**config.mk**
```make
export PLATFORM = sky130hd
export DESIGN_NAME = fetch_unit
export DESIGN_NICKNAME = d
export VERILOG_FILES = /design/src/rtl/fetch_unit.sv
export SDC_FILE = /design/constraint.sdc
export NUM_CORES = 1
export LEC_CHECK = 0
export ABC_AREA = 0
export CAP_MARGIN = 20
export CORE_MARGIN = 1
export CORE_UTILIZATION = 42
export CTS_CLUSTER_SIZE = 8
export DETAILED_ROUTE_END_ITERATION = 8
export PLACE_DENSITY = 0.87
export SLEW_MARGIN = 20
export SYNTH_ARGS = -nofsm -noshare
export SYNTH_HDL_FRONTEND = slang
export SYNTH_SLANG_ARGS = --single-unit
```
**constraint.sdc**
```tcl
create_clock -name clk -period 2.55 [get_ports clk]
set_input_delay 0.51 -clock clk [delete_from_list [all_inputs] [get_ports clk]]
set_output_delay 0.51 -clock clk [all_outputs]
set_load 0.01 [all_outputs]
```
**src/rtl/fetch_unit.sv**
```systemverilog
// fetch_unit: single-issue instruction fetch stage with IF/ID pipeline register.
//
// Drives the instruction ROM address combinationally from the PC and captures the
// returned word, together with its PC and PC+4, into the IF/ID register on the next
// rising edge. A small BOOT/RUN/HALT controller sequences start-up and stops fetch
// once a HALT_WORD has been accepted into IF/ID.
//
// Parameters:
//   RESET_PC   PC value loaded on reset.
//   HALT_WORD  Instruction encoding that halts fetch.
//
// Ports:
//   clk              single clock, all state updates on its rising edge
//   reset            synchronous, active-high reset
//   stall_i          hold PC and IF/ID
//   flush_i          squash IF/ID to NOP
//   branch_taken_i   redirect PC to branch_target_i (word aligned)
//   branch_target_i  redirect address
//   imem_addr_o      byte address to instruction ROM (equals PC)
//   imem_rd_i        instruction word from ROM, combinational from imem_addr_o
//   instr_id_o, pc_id_o, pc_plus4_id_o, valid_id_o   IF/ID register
//   halted_o         high while in HALT
//   fetch_count_o    valid IF/ID loads (performance counter)
//   stall_count_o    stalled RUN cycles (performance counter)
//
// Configuration:
//   FETCH_PERF_CNT_EN  when defined, builds the two performance counters; otherwise
//                      both counter outputs are tied to zero.
module fetch_unit #(
  parameter logic [31:0] RESET_PC  = 32'h0000_0000,
  parameter logic [31:0] HALT_WORD = 32'hFFFF_FFFF
) (
  input  logic        clk,
  input  logic        reset,
  input  logic        stall_i,
  input  logic        flush_i,
  input  logic        branch_taken_i,
  input  logic [31:0] branch_target_i,
  output logic [31:0] imem_addr_o,
  input  logic [31:0] imem_rd_i,
  output logic [31:0] instr_id_o,
  output logic [31:0] pc_id_o,
  output logic [31:0] pc_plus4_id_o,
  output logic        valid_id_o,
  output logic        halted_o,
  output logic [31:0] fetch_count_o,
  output logic [31:0] stall_count_o
);

  localparam logic [31:0] Nop = 32'h0000_0000;

  typedef enum logic [1:0] {StBoot, StRun, StHalt} state_e;

  state_e      state_q, state_d;
  logic [31:0] pc_q, pc_d;
  logic [31:0] instr_q, instr_d;
  logic [31:0] pc_id_q, pc_id_d;
  logic [31:0] pc4_id_q, pc4_id_d;
  logic        valid_q, valid_d;

  logic [31:0] pc_plus4;
  logic        fetch_inc;
  logic        stall_inc;

  // Wraps naturally at 2^32.
  assign pc_plus4 = pc_q + 32'd4;

  always_comb begin
    state_d   = state_q;
    pc_d      = pc_q;
    instr_d   = instr_q;
    pc_id_d   = pc_id_q;
    pc4_id_d  = pc4_id_q;
    valid_d   = valid_q;
    fetch_inc = 1'b0;
    stall_inc = 1'b0;

    unique case (state_q)
      StBoot: begin
        pc_d     = RESET_PC;
        instr_d  = Nop;
        pc_id_d  = '0;
        pc4_id_d = '0;
        valid_d  = 1'b0;
        state_d  = StRun;
      end

      StRun: begin
        if (branch_taken_i) begin
          // Branch wins over stall: the in-flight fetch is discarded.
          pc_d     = {branch_target_i[31:2], 2'b00};
          instr_d  = Nop;
          pc_id_d  = '0;
          pc4_id_d = '0;
          valid_d  = 1'b0;
        end else if (flush_i) begin
          instr_d  = Nop;
          pc_id_d  = '0;
          pc4_id_d = '0;
          valid_d  = 1'b0;
          if (!stall_i) begin
            pc_d = pc_plus4;
          end
        end else if (stall_i) begin
          stall_inc = 1'b1;
        end else begin
          instr_d   = imem_rd_i;
          pc_id_d   = pc_q;
          pc4_id_d  = pc_plus4;
          valid_d   = 1'b1;
          pc_d      = pc_plus4;
          fetch_inc = 1'b1;
          // Halt only on a word actually accepted into IF/ID; the halt word stays
          // visible as a valid entry for the first HALT cycle.
          if (imem_rd_i == HALT_WORD) begin
            state_d = StHalt;
          end
        end
      end

      StHalt: begin
        instr_d  = Nop;
        pc_id_d  = '0;
        pc4_id_d = '0;
        valid_d  = 1'b0;
      end

      default: begin
        state_d  = StBoot;
        pc_d     = RESET_PC;
        instr_d  = Nop;
        pc_id_d  = '0;
        pc4_id_d = '0;
        valid_d  = 1'b0;
      end
    endcase
  end

  always_ff @(posedge clk) begin
    if (reset) begin
      state_q  <= StBoot;
      pc_q     <= RESET_PC;
      instr_q  <= Nop;
      pc_id_q  <= '0;
      pc4_id_q <= '0;
      valid_q  <= 1'b0;
    end else begin
      state_q  <= state_d;
      pc_q     <= pc_d;
      instr_q  <= instr_d;
      pc_id_q  <= pc_id_d;
      pc4_id_q <= pc4_id_d;
      valid_q  <= valid_d;
    end
  end

  assign imem_addr_o   = pc_q;
  assign instr_id_o    = instr_q;
  assign pc_id_o       = pc_id_q;
  assign pc_plus4_id_o = pc4_id_q;
  assign valid_id_o    = valid_q;
  assign halted_o      = (state_q == StHalt);

`ifdef FETCH_PERF_CNT_EN
  logic [31:0] fetch_cnt_q, fetch_cnt_d;
  logic [31:0] stall_cnt_q, stall_cnt_d;

  always_comb begin
    fetch_cnt_d = fetch_cnt_q + {31'd0, fetch_inc};
    stall_cnt_d = stall_cnt_q + {31'd0, stall_inc};
  end

  always_ff @(posedge clk) begin
    if (reset) begin
      fetch_cnt_q <= '0;
      stall_cnt_q <= '0;
    end else begin
      fetch_cnt_q <= fetch_cnt_d;
      stall_cnt_q <= stall_cnt_d;
    end
  end

  assign fetch_count_o = fetch_cnt_q;
  assign stall_count_o = stall_cnt_q;
`else
  assign fetch_count_o = '0;
  assign stall_count_o = '0;

  logic unused_cnt_inc;
  assign unused_cnt_inc = fetch_inc ^ stall_inc;
`endif

  // Low target bits are dropped by word alignment.
  logic unused_tgt_lsb;
  assign unused_tgt_lsb = ^branch_target_i[1:0];

endmodule

```
### Word-level counts from Yosys, hierarchy flattened

Cells that the tools add are included.

| operators by class | value |
|---|---|
| add/sub/neg operators | 1 |
| multipliers | 0 |
| div/mod/pow operators | 0 |
| $lt $le $gt $ge | 0 |
| equality and inequality tests | 8 |
| shift-type cells | 0 |
| muxes and demuxes | 8 |
| bitwise gates (word level) | 2 |
| reductions and logical operators | 4 |

Operator list:

| operator | number |
|---|---|
| 2-to-1 mux 32 bit | 2 |
| case mux 32 bit (2 select lines) | 1 |
| adder 32 x 3 -> 32 bit, second input constant | 1 |
| equality test 32 bit, second input constant | 1 |
| 2-to-1 mux 2 bit | 4 |
| != test 2 bit, second input constant | 4 |
| case mux 2 bit (3 select lines) | 1 |
| AND reduction 5 bit | 1 |
| OR reduction 4 bit | 1 |
| != test 3 bit, second input constant | 1 |
| equality test 2 x 1 -> 1 bit, second input constant | 1 |
| equality test 2 bit, second input constant | 1 |
| logical NOT 2 bit | 1 |
| inverter 1 bit | 2 |
| AND reduction 2 bit | 1 |

| word-level totals | value |
|---|---|
| flip-flop bits (word level) | 131 |
| bits in latches | 0 |
| RAM bits | 0 |
| memory bits (read-only) | 0 |
| bits of input ports | 69 |
| output and inout bits | 194 |
| logic and storage cells | 29 |
| memories kept | 0 |

### Depth between registers and ports, before layout

| logic depth | value |
|---|---|
| word-level depth | 6 |
| gate-level depth with buffers | 7 |
| mapped depth without buffers | 6 |

### Least setup slack after synthesis

OpenSTA, ideal clock, no wires.

| path | value |
|---|---|
| kind | reg2reg |
| from | register pc_q[2] (netlist: imem_addr_o[2]) |
| to | register pc_q[16] (netlist: imem_addr_o[16]) |
| setup time | 0.062 ns |
| data arrival time | 1.961 ns |
| required time | 2.488 ns |
| setup slack | 0.527 ns |
| stages on the path, launching flop included | 7 |
| path buffers | 0 |
| period minus slack after synthesis | 2.023 ns |
| cells stage by stage | dfxtp_1 ha_1 nand3_2 nor4_4 nand2_2 or4_1 nand3_1 |

| on the way | value |
|---|---|
| word-level cells in the longest chain between the ends | 4 |

RTL lines:

| what | line | text |
|---|---|---|
| start: declaration | 55 | `logic [31:0] pc_q, pc_d;` |
| start signal: assignment | 149 | `pc_q <= pc_d;` |
| adder 32 x 3 -> 32 bit | 66 | `assign pc_plus4 = pc_q + 32'd4;` |
| 2-to-1 mux 32 bit | 101, 104 |  |
| 2-to-1 mux 32 bit | 89 | `if (branch_taken_i) begin` |
| case mux 32 bit (2 select lines) | 78 | `unique case (state_q)` |

Every way passes these cells. The select of a mux whose other input is x is not followed.
A chain may end at the register's enable or synchronous reset.

### Worst setup path in the final report

| path | value |
|---|---|
| from | input branch_taken_i |
| to | register pc_q[25] (netlist: imem_addr_o[25]) |

| on the way | value |
|---|---|
| word-level cells in the longest chain between the ends | 2 |
| elaborated cells on any way between the ends | 4 |
| those cells by class | eq/ne (1); mux (2); reduce/logical (1) |

RTL lines:

| what | line | text |
|---|---|---|
| start: declaration | 37 | `input logic branch_taken_i,` |
| 2-to-1 mux 32 bit / != test 3 bit (equally long branches) | -- |  |
| case mux 32 bit (2 select lines) / AND reduction 2 bit (equally long branches) | -- |  |

Parallel ways exist; a longest one is shown, timed or not.

==> results.md <==
* Total GRT Usage at 23.3%
* Max Transition Viols Final at 0
* Hold Fails Final Rpt at 0
* Vias in the first global route at 5,070
* Post_cts resized at 0
* Global-route wire length before repair at 26.3 mm
* Die area at 0.0146 sq mm
* Clock Path Buffers at 2
* Period utilisation layout at 88.0%
* Logic pwr share at 10.2%
* Main synth FF type: dfxtp_1
* Crit path max fanout at 13
* Endpoints failing setup at 0
* Worst skew pair latency at 0.41 ns
* Worst path max stage delay at 0.77 ns
* Clock-pin slew on the worst setup and hold paths at 0.05 ns
* Initial Util at 42.8%
* Rows at 43
* Core area at 0.0138 sq mm
* Hold Crit Class: input port to flop
* Worst slew pin tran at 1.00 ns
* P_sw at 1.10 mW
* Root Buffer: clkbuf_16
* RSZ-0062 raised after global routing: false
* Asr flop ratio synth at 0%
* Dpl cells at 1,024
* DR pass1 iterations at 5
* Worst EP required at 2.85 ns
* Slew HR at 33.0%
* I/O Pins at 263
* Initial antenna violation count at 0
* Final Net Count at 933
* Sw Share at 23.2%
* YS warnings at 0
* CP Buf/Inv Count at 2
* #FFs+latches synth at 125
* Clock share of power at 47.4%
* Sequential share of power at 42.4%
* Pint at 3.65 mW
* Post-Layout Cell Count at 1,055
* Avg Cell Area, Syn at 8.91 sq um
* DRT iter0 DRCs at 392
* Worst setup EP type: flop
* Critical path cell sequence: clkdlybuf4s50_1 > buf_12 > nor2b_1 > a21oi_1 > nor2_1 > o21ai_0 > o311ai_0
* I/O Buffers at 190
* Worst path arrival time at 2.55 ns
* Pleak at 3.31 nW
* Dpl hpwl at 12.2 mm
* Drt via density at 5.07
* Outcome: finished clean
* Avg WL per Cell at 15.9 um
* Chip Width at 121 um
* WL final at 16.8 mm
* Area growth syn-to-layout at 42.9%
* Register area share after synthesis at 42.2%
* H-Tree Depth at 4
* Grt ovf at 0
* Number of flops mapped to enable cells by yosys at 0
* Antenna Nets Post-Route at 0
* GPL Wtd Cong at 0.858
* Post-CTS Setup Bufs at 0
* Fmax achieved at 0.445 GHz
* Tmin final at 2.25 ns
* N_diodes at 0
* Largest net degree at the start of global routing at 46
* Cell Area, Synth at 0.00592 sq mm
* Cells after Synth at 665
* Crit-path slowest cell: nor2_1
* Total CTS buffers at 17
* Setup Skew at 0.00684 ns
* P per Cell Area at 562 mW/mm^2
* DR vias at 5,349
* CP Class: input port to flop
* Startpoint types: input port
* Hold Slack at 0.437 ns
* VDD IR max at 434 uV
* CP top delay family: simple AND/OR/NAND/NOR gates
* CTS hold repair buffers at 0
* Share of layout cells above drive strength 1 at 9.71%
* Synth unique cells at 53
* Die Y at 121 um
* Max-cap viol count at 0
* Clock Sinks at 125
* Post-route DRC at 0
* CTS tree: done
-- registers in the layout, indices dropped and copies added (netlist names) --
register,cells
imem_addr_o,30
instr_id_o,32
pc_id_o,30
pc_plus4_id_o,30
state_q,2
valid_id_o,1
-- cells in the mapped netlist, types with 2 or more instances --
cell type,count,area [sq um]
dfxtp_1,125,2500
nor2_1,90,338
buf_4,71,533
mux2i_1,64,641
o21ai_0,44,220
a21oi_1,37,185
clkbuf_1,34,128
nand2_1,26,97.6
nand4_1,18,113
xor2_1,16,140
a22oi_1,14,105
nand3_1,13,65.1
xnor2_1,11,96.3
buf_2,8,40.0
and3_1,6,37.5
inv_1,6,22.5
nor3_1,6,30.0
and4_1,5,43.8
o311ai_0,5,43.8
or4_1,5,37.5
a211oi_1,4,30.0
a31oi_1,4,25.0
a21o_1,3,22.5
a22o_1,3,26.3
a31o_2,3,26.3
a32oi_1,3,26.3
buf_1,3,11.3
nor2b_1,3,18.8
nor3_2,3,30.0
o21ba_2,3,30.0
nand2_2,2,12.5
nand2b_1,2,12.5
nor4_2,2,25.0
o22ai_1,2,12.5
o31ai_1,2,15.0
or4b_1,2,20.0
-- metal layers --
layer  track usage (%)  wire [um]
met2              39.5       8310
met3              6.46       1370
met4              7.33        197
met5                 0          0
met1              28.6       6940
-- final timing paths --
path | startpoint | to | slack (ns) | cells after the start
worst max-delay path | branch_taken_i | imem_addr_o[25] | 0.30 | 7
worst max register to register | imem_addr_o[3] | imem_addr_o[22] | 0.42 | 6
worst min-delay path | stall_i | pc_plus4_id_o[17] | 0.44 | 2
worst min register to register | valid_id_o | valid_id_o | 0.46 | 1
-- through the flow --
step	cell area [sq um]	setup TNS (ns)	setup slack [ns]	utilization [%]	total power, mW
finish	8460	0	0.305	61.2	4.75
global route	8460	0	0.154	61.2	4.93
CTS	8460	0	0.319	61.2	4.80
detailed placement	7910	-0.183	-0.0472	57.2	2.53
global placement	7910	-0.554	-0.0900	57.2	2.53
floorplan	6180	0	0.527	-	2.37
-- area by class of cell --
class / instances / area, sq um
Timing Repair Buffer: 227 / 2210
Tap cell: 180 / 225
Multi-Input combinational cell: 485 / 2940
Clock inverter: 6 / 60.1
Clock buffer: 25 / 495
Fill cell: 1191 / 5360
Sequential cell: 125 / 2500
Inverter: 7 / 26.3
-- power groups by stage --
stage                     Sequential (mW)  Clock [mW]  Combinational [mW]
final                                2.02        2.25               0.485
after global routing                 2.02        2.39               0.524
after CTS                            2.01        2.31               0.482
after detailed placement             2.06           0               0.479
after global placement               2.05           0               0.474
after floorplan                      2.06           0               0.306
-- placed cells by master (no fill, tap or decap), drive strengths merged, types with 4 or more instances in the layout --
cell type	Yosys	layout
o311ai	5	5
conb	1	70
nand3	14	14
xnor2	11	11
a31oi	4	4
nor2	90	90
clkbuf	34	25
nor3	9	9
nand2	28	28
xor2	16	16
clkdlybuf4s50	0	189
and4	5	5
inv	7	7
or4	5	5
buf	83	38
a22oi	14	14
nor4	4	4
and3	6	6
nand4	19	19
o21ai	44	44
a211oi	4	4
a21oi	37	37
dfxtp	125	125
mux2i	64	64
-- kinds of logic after synthesis --
group           synth area share [%]
simple gates                    16.3
buf+inv                         12.7
other cells                   0.0633
compound gates                  13.7
fa+ha+maj                      0.211
xor+xnor                        3.99
mux                             10.8
flops                           42.2
Power figures use the tool's default switching activity.
==> RTL edit 1, RTL diff (config.mk and constraints unchanged) <==
The 3 states of `state_e` get a one-hot encoding in 3 bits.
--- a/src/rtl/fetch_unit.sv
+++ b/src/rtl/fetch_unit.sv
@@ -49,7 +49,7 @@
 
   localparam logic [31:0] Nop = 32'h0000_0000;
 
-  typedef enum logic [1:0] {StBoot, StRun, StHalt} state_e;
+  typedef enum logic [2:0] {StBoot = 3'b001, StRun = 3'b010, StHalt = 3'b100} state_e;
 
   state_e      state_q, state_d;
   logic [31:0] pc_q, pc_d;
Behaviour: same outputs for any inputs over 4 cycles, from zero or initial values and one cycle with reset high; so few cycles prove little.
==> RTL edit 1 against the original RTL <==
Combinational power fell by 19%; synthesized area up 2.1%; highest routed layer unchanged; power decreased by 2.1%; synthesized cell count up 3.8%; cell count increased by 2.3%; global-route usage is 0.15 points higher; final area grew 1.4%; setup slack worse by 0.079 ns; routed wire length up 2.4%; utilization increased by 0.14 points; sequential cell count rose by 1; non-clock buffer count is 1 lower; register-to-register slack got worse by 0.05 ns.
==> RTL edit 1: results (changes against the original RTL) <==
detailed_routing:
  wl_met3_um: 1530  # was 1370 um
  route.met2.wl_um: 8490  # was 8310 um
  wl_per_cell_um: 16.0  # was 15.9 um
  num_vias: 5586  # was 5349
pwr:
  comb_power_share: 0.085  # was 0.102
  power_leakage_nw: 3.35  # was 3.31 nW
  ir_drop_uv: 542  # was 434 uV
synthesis:
  synth_commonest_cells: "126 x dfxtp_1, 99 x nor2_1, 71 x buf_4"  # was 125 x dfxtp_1, 90 x nor2_1, 71 x buf_4
  synth_xor_area_frac: 0.0391  # was 0.0399
  synth_compound_area_frac: 0.134  # was 0.137
sta:
  slew_headroom: 0.332  # was 0.330
  finalClockSkew_ns: 0.00761  # was 0.00684 ns
finish:
  drive_gt1_frac: 0.0879  # was 0.0971
  buf_share: 0.256  # was 0.262
  num-nonclk-inverters: 3  # was 7
  seq_share: 0.294  # was 0.296
  multi_input_comb_cells: 514  # was 485
outcome:
  status: "completed"  # unchanged
global_routing:
  use_met1: 0.272  # was 0.286
  grt_pass1_wl_um: 27000  # was 26300 um
  met2_usage: 0.398  # was 0.395
  grtUsageTotal: 0.235  # was 0.233
worst_hold_path:
  min_path_type: "reg2reg"  # was in2reg
  min_path_cells: 1  # was 2
place:
  dpl_cell_area_mm2: 0.00803  # was 0.00791 mm^2
  gp_congestion: 0.803  # was 0.858
  dpl.cell_count: 1049  # was 1024
setup_path:
  crit_path_max_fanout: 7  # was 13
## RTL edit 1: changes by cell type after synthesis, moves of 5 or more
cell      change
nand2_1      +13
o21ai_1      +13
nor2_1        +9
o311ai_1      +6
a22oi_1       -5
o311ai_0      -5
or4_1         -5
## RTL edit 1: how the worst max path moves through the flow
stage	slack (ns)	start	end
after floorplan	0.57	imem_addr_o[2]	imem_addr_o[16]
after global placement	0.16	branch_taken_i	pc_plus4_id_o[16]
after CTS	0.21	state_q[2]	halted_o
after detailed placement	0.11	branch_taken_i	pc_plus4_id_o[16]
after global routing	0.11	state_q[2]	halted_o
final	0.23	state_q[2]	halted_o
## RTL edit 1: metrics by stage
step | hold WS [ns] | util
3_3_place_gp | 0.443 | 0.574
2_1_floorplan | 0.486 | -
6_report | 0.450 | 0.614
4_1_cts | 0.431 | 0.614
5_1_grt | 0.467 | 0.614
3_5_place_dp | 0.440 | 0.574
==> RTL edit 2, RTL diff (same flow settings) <==
Without the edit above. Add a define of `FETCH_PERF_CNT_EN`.
--- a/src/rtl/fetch_unit.sv
+++ b/src/rtl/fetch_unit.sv
@@ -26,6 +26,8 @@
 // Configuration:
 //   FETCH_PERF_CNT_EN  when defined, builds the two performance counters; otherwise
 //                      both counter outputs are tied to zero.
+`define FETCH_PERF_CNT_EN
+
 module fetch_unit #(
   parameter logic [31:0] RESET_PC  = 32'h0000_0000,
   parameter logic [31:0] HALT_WORD = 32'hFFFF_FFFF
Check against the original RTL: not equivalent (a bounded check fails within 4 cycles, from zero or initial values and one cycle with reset high).
==> RTL edit 2 against the original RTL <==
Final area up 42%; sequential cell count grew 64; largest cell class unchanged; highest routed layer unchanged; synthesized area grew 41%; power is 31% higher; routed wire length up 46%; setup slack lost 0.098 ns; count of clock-buffer cells in the layout down 6; via count increased by 50%; register-to-register slack got worse by 0.09 ns; global-route usage rose by 0.45 points; maximum frequency fell by 4.2%.
==> RTL edit 2: results (changes against the original RTL) <==
cts:
  clk_latency_ns: 0.44  # was 0.41 ns
synthesis:
  ys_types: 58  # was 53
global_routing:
  use_met3: 0.0540  # was 0.0646
  met2_usage: 0.393  # was 0.395
  grtUsageTotal: 0.238  # was 0.233
  use_met1: 0.291  # was 0.286
  grt_pass1_vias: 7503  # was 5070
place:
  portBuffers: 254  # was 190
  place_ws_ns: -0.229  # was -0.0472 ns
  gp_congestion: 0.832  # was 0.858
  dpl.hpwl_um: 17900  # was 12200 um
sta:
  worst_slew_pin_slew_ns: 0.767  # was 1.00 ns
  finalClockSkew_ns: 0.0170  # was 0.00684 ns
setup_path:
  r2r_cells: 5  # was 6
  rrSetupSlack_ns: 0.33  # was 0.42 ns
  slowest_stage: "clkdlybuf4s50_1"  # was nor2_1
  r2r_start: "imem_addr_o[8]"  # was imem_addr_o[3]
worst_hold_path:
  min_path_type: "reg2reg"  # was in2reg
  min_from: "valid_id_o"  # was stall_i
  hold_end: "valid_id_o"  # was pc_plus4_id_o[17]
detailed_routing:
  initialDrtViolationCount: 559  # was 392
  via_per_inst: 5.35  # was 5.07
  wl_per_cell_um: 16.4  # was 15.9 um
outcome:
  status: "completed"  # unchanged
pwr:
  power_leakage_nw: 4.46  # was 3.31 nW
RTL edit 2: cell families after synthesis:
family / Yosys count / share of synthesized area
flops: 189 / 0.454
simple gates: 389 / 0.232
fa+ha+maj: 6 / 0.00900
compound gates: 131 / 0.0986
mux: 67 / 0.0804
other cells: 1 / 0.000450
buf+inv: 82 / 0.0413
xor+xnor: 81 / 0.0851
RTL edit 2: worst max-delay path: cells and delay by family:
family                     cells  cell delay, ns
AOI/OAI and AO/OA              2            0.31
adders and majority gates      1            0.16
buffers and inverters          2            0.66
and+or+nand+nor                4            1.04
RTL edit 2: stage by stage:
| step | utilization | TNS [ns] | cell area [um^2] | instances | power (mW) |
|---|---|---|---|---|---|
| after floorplan | - | 0 | 8380 | 951 | 3.30 |
| after global placement | 0.586 | -5.01 | 11400 | 1464 | 3.54 |
| after detailed placement | 0.586 | -7.72 | 11400 | 1464 | 3.55 |
| after CTS | 0.618 | 0 | 12000 | 1496 | 6.29 |
| after global routing | 0.618 | 0 | 12000 | 1498 | 6.44 |
| final | 0.618 | 0 | 12000 | 1499 | 6.24 |
RTL edit 2: worst max path at each step:
stage                 start           endpoint  slack (ns)
finish              flush_i  fetch_count_o[29]        0.21
global route        flush_i  stall_count_o[26]        0.04
CTS                 flush_i  stall_count_o[26]        0.20
detailed placement  flush_i  stall_count_o[26]       -0.23
global placement    flush_i  stall_count_o[26]       -0.17
floorplan           stall_i  fetch_count_o[29]        0.01
RTL edit 2: metal layers:
layer,vias up,part of all wire
li1,3835,-
met1,3824,0.41
met2,325,0.49
met3,43,0.068
met4,0,0.028
met5,-,0
RTL edit 2: area by class of cell:
class / count / area [um^2] / share of cell area
inverters: 21 / 78.8 / 0.00655
multi-input cells: 680 / 4250 / 0.353
clock inverters: 13 / 153 / 0.0127
flip-flops and latches: 189 / 3780 / 0.314
repair buffers: 309 / 2970 / 0.247
clock buffers: 19 / 453 / 0.0376
well taps: 265 / 332 / 0.0276
diodes: 3 / 7.51 / 0.000624
RTL edit 2: what timing repair did:
item,4_1_cts,5_1_grt
resized for setup,0,1
setup endpoints to repair,0,1
hold endpoints to repair,0,0
RTL edit 2: report_power, final:
part | total [mW] | leakage (nW) | switching, mW | internal [mW]
clock | 2.76 | 0.286 | 1.23 | 1.52
sequential | 3.01 | 1.53 | 0.0354 | 2.98
combinational | 0.470 | 2.65 | 0.228 | 0.242
total | 6.24 | 4.46 | 1.50 | 4.74
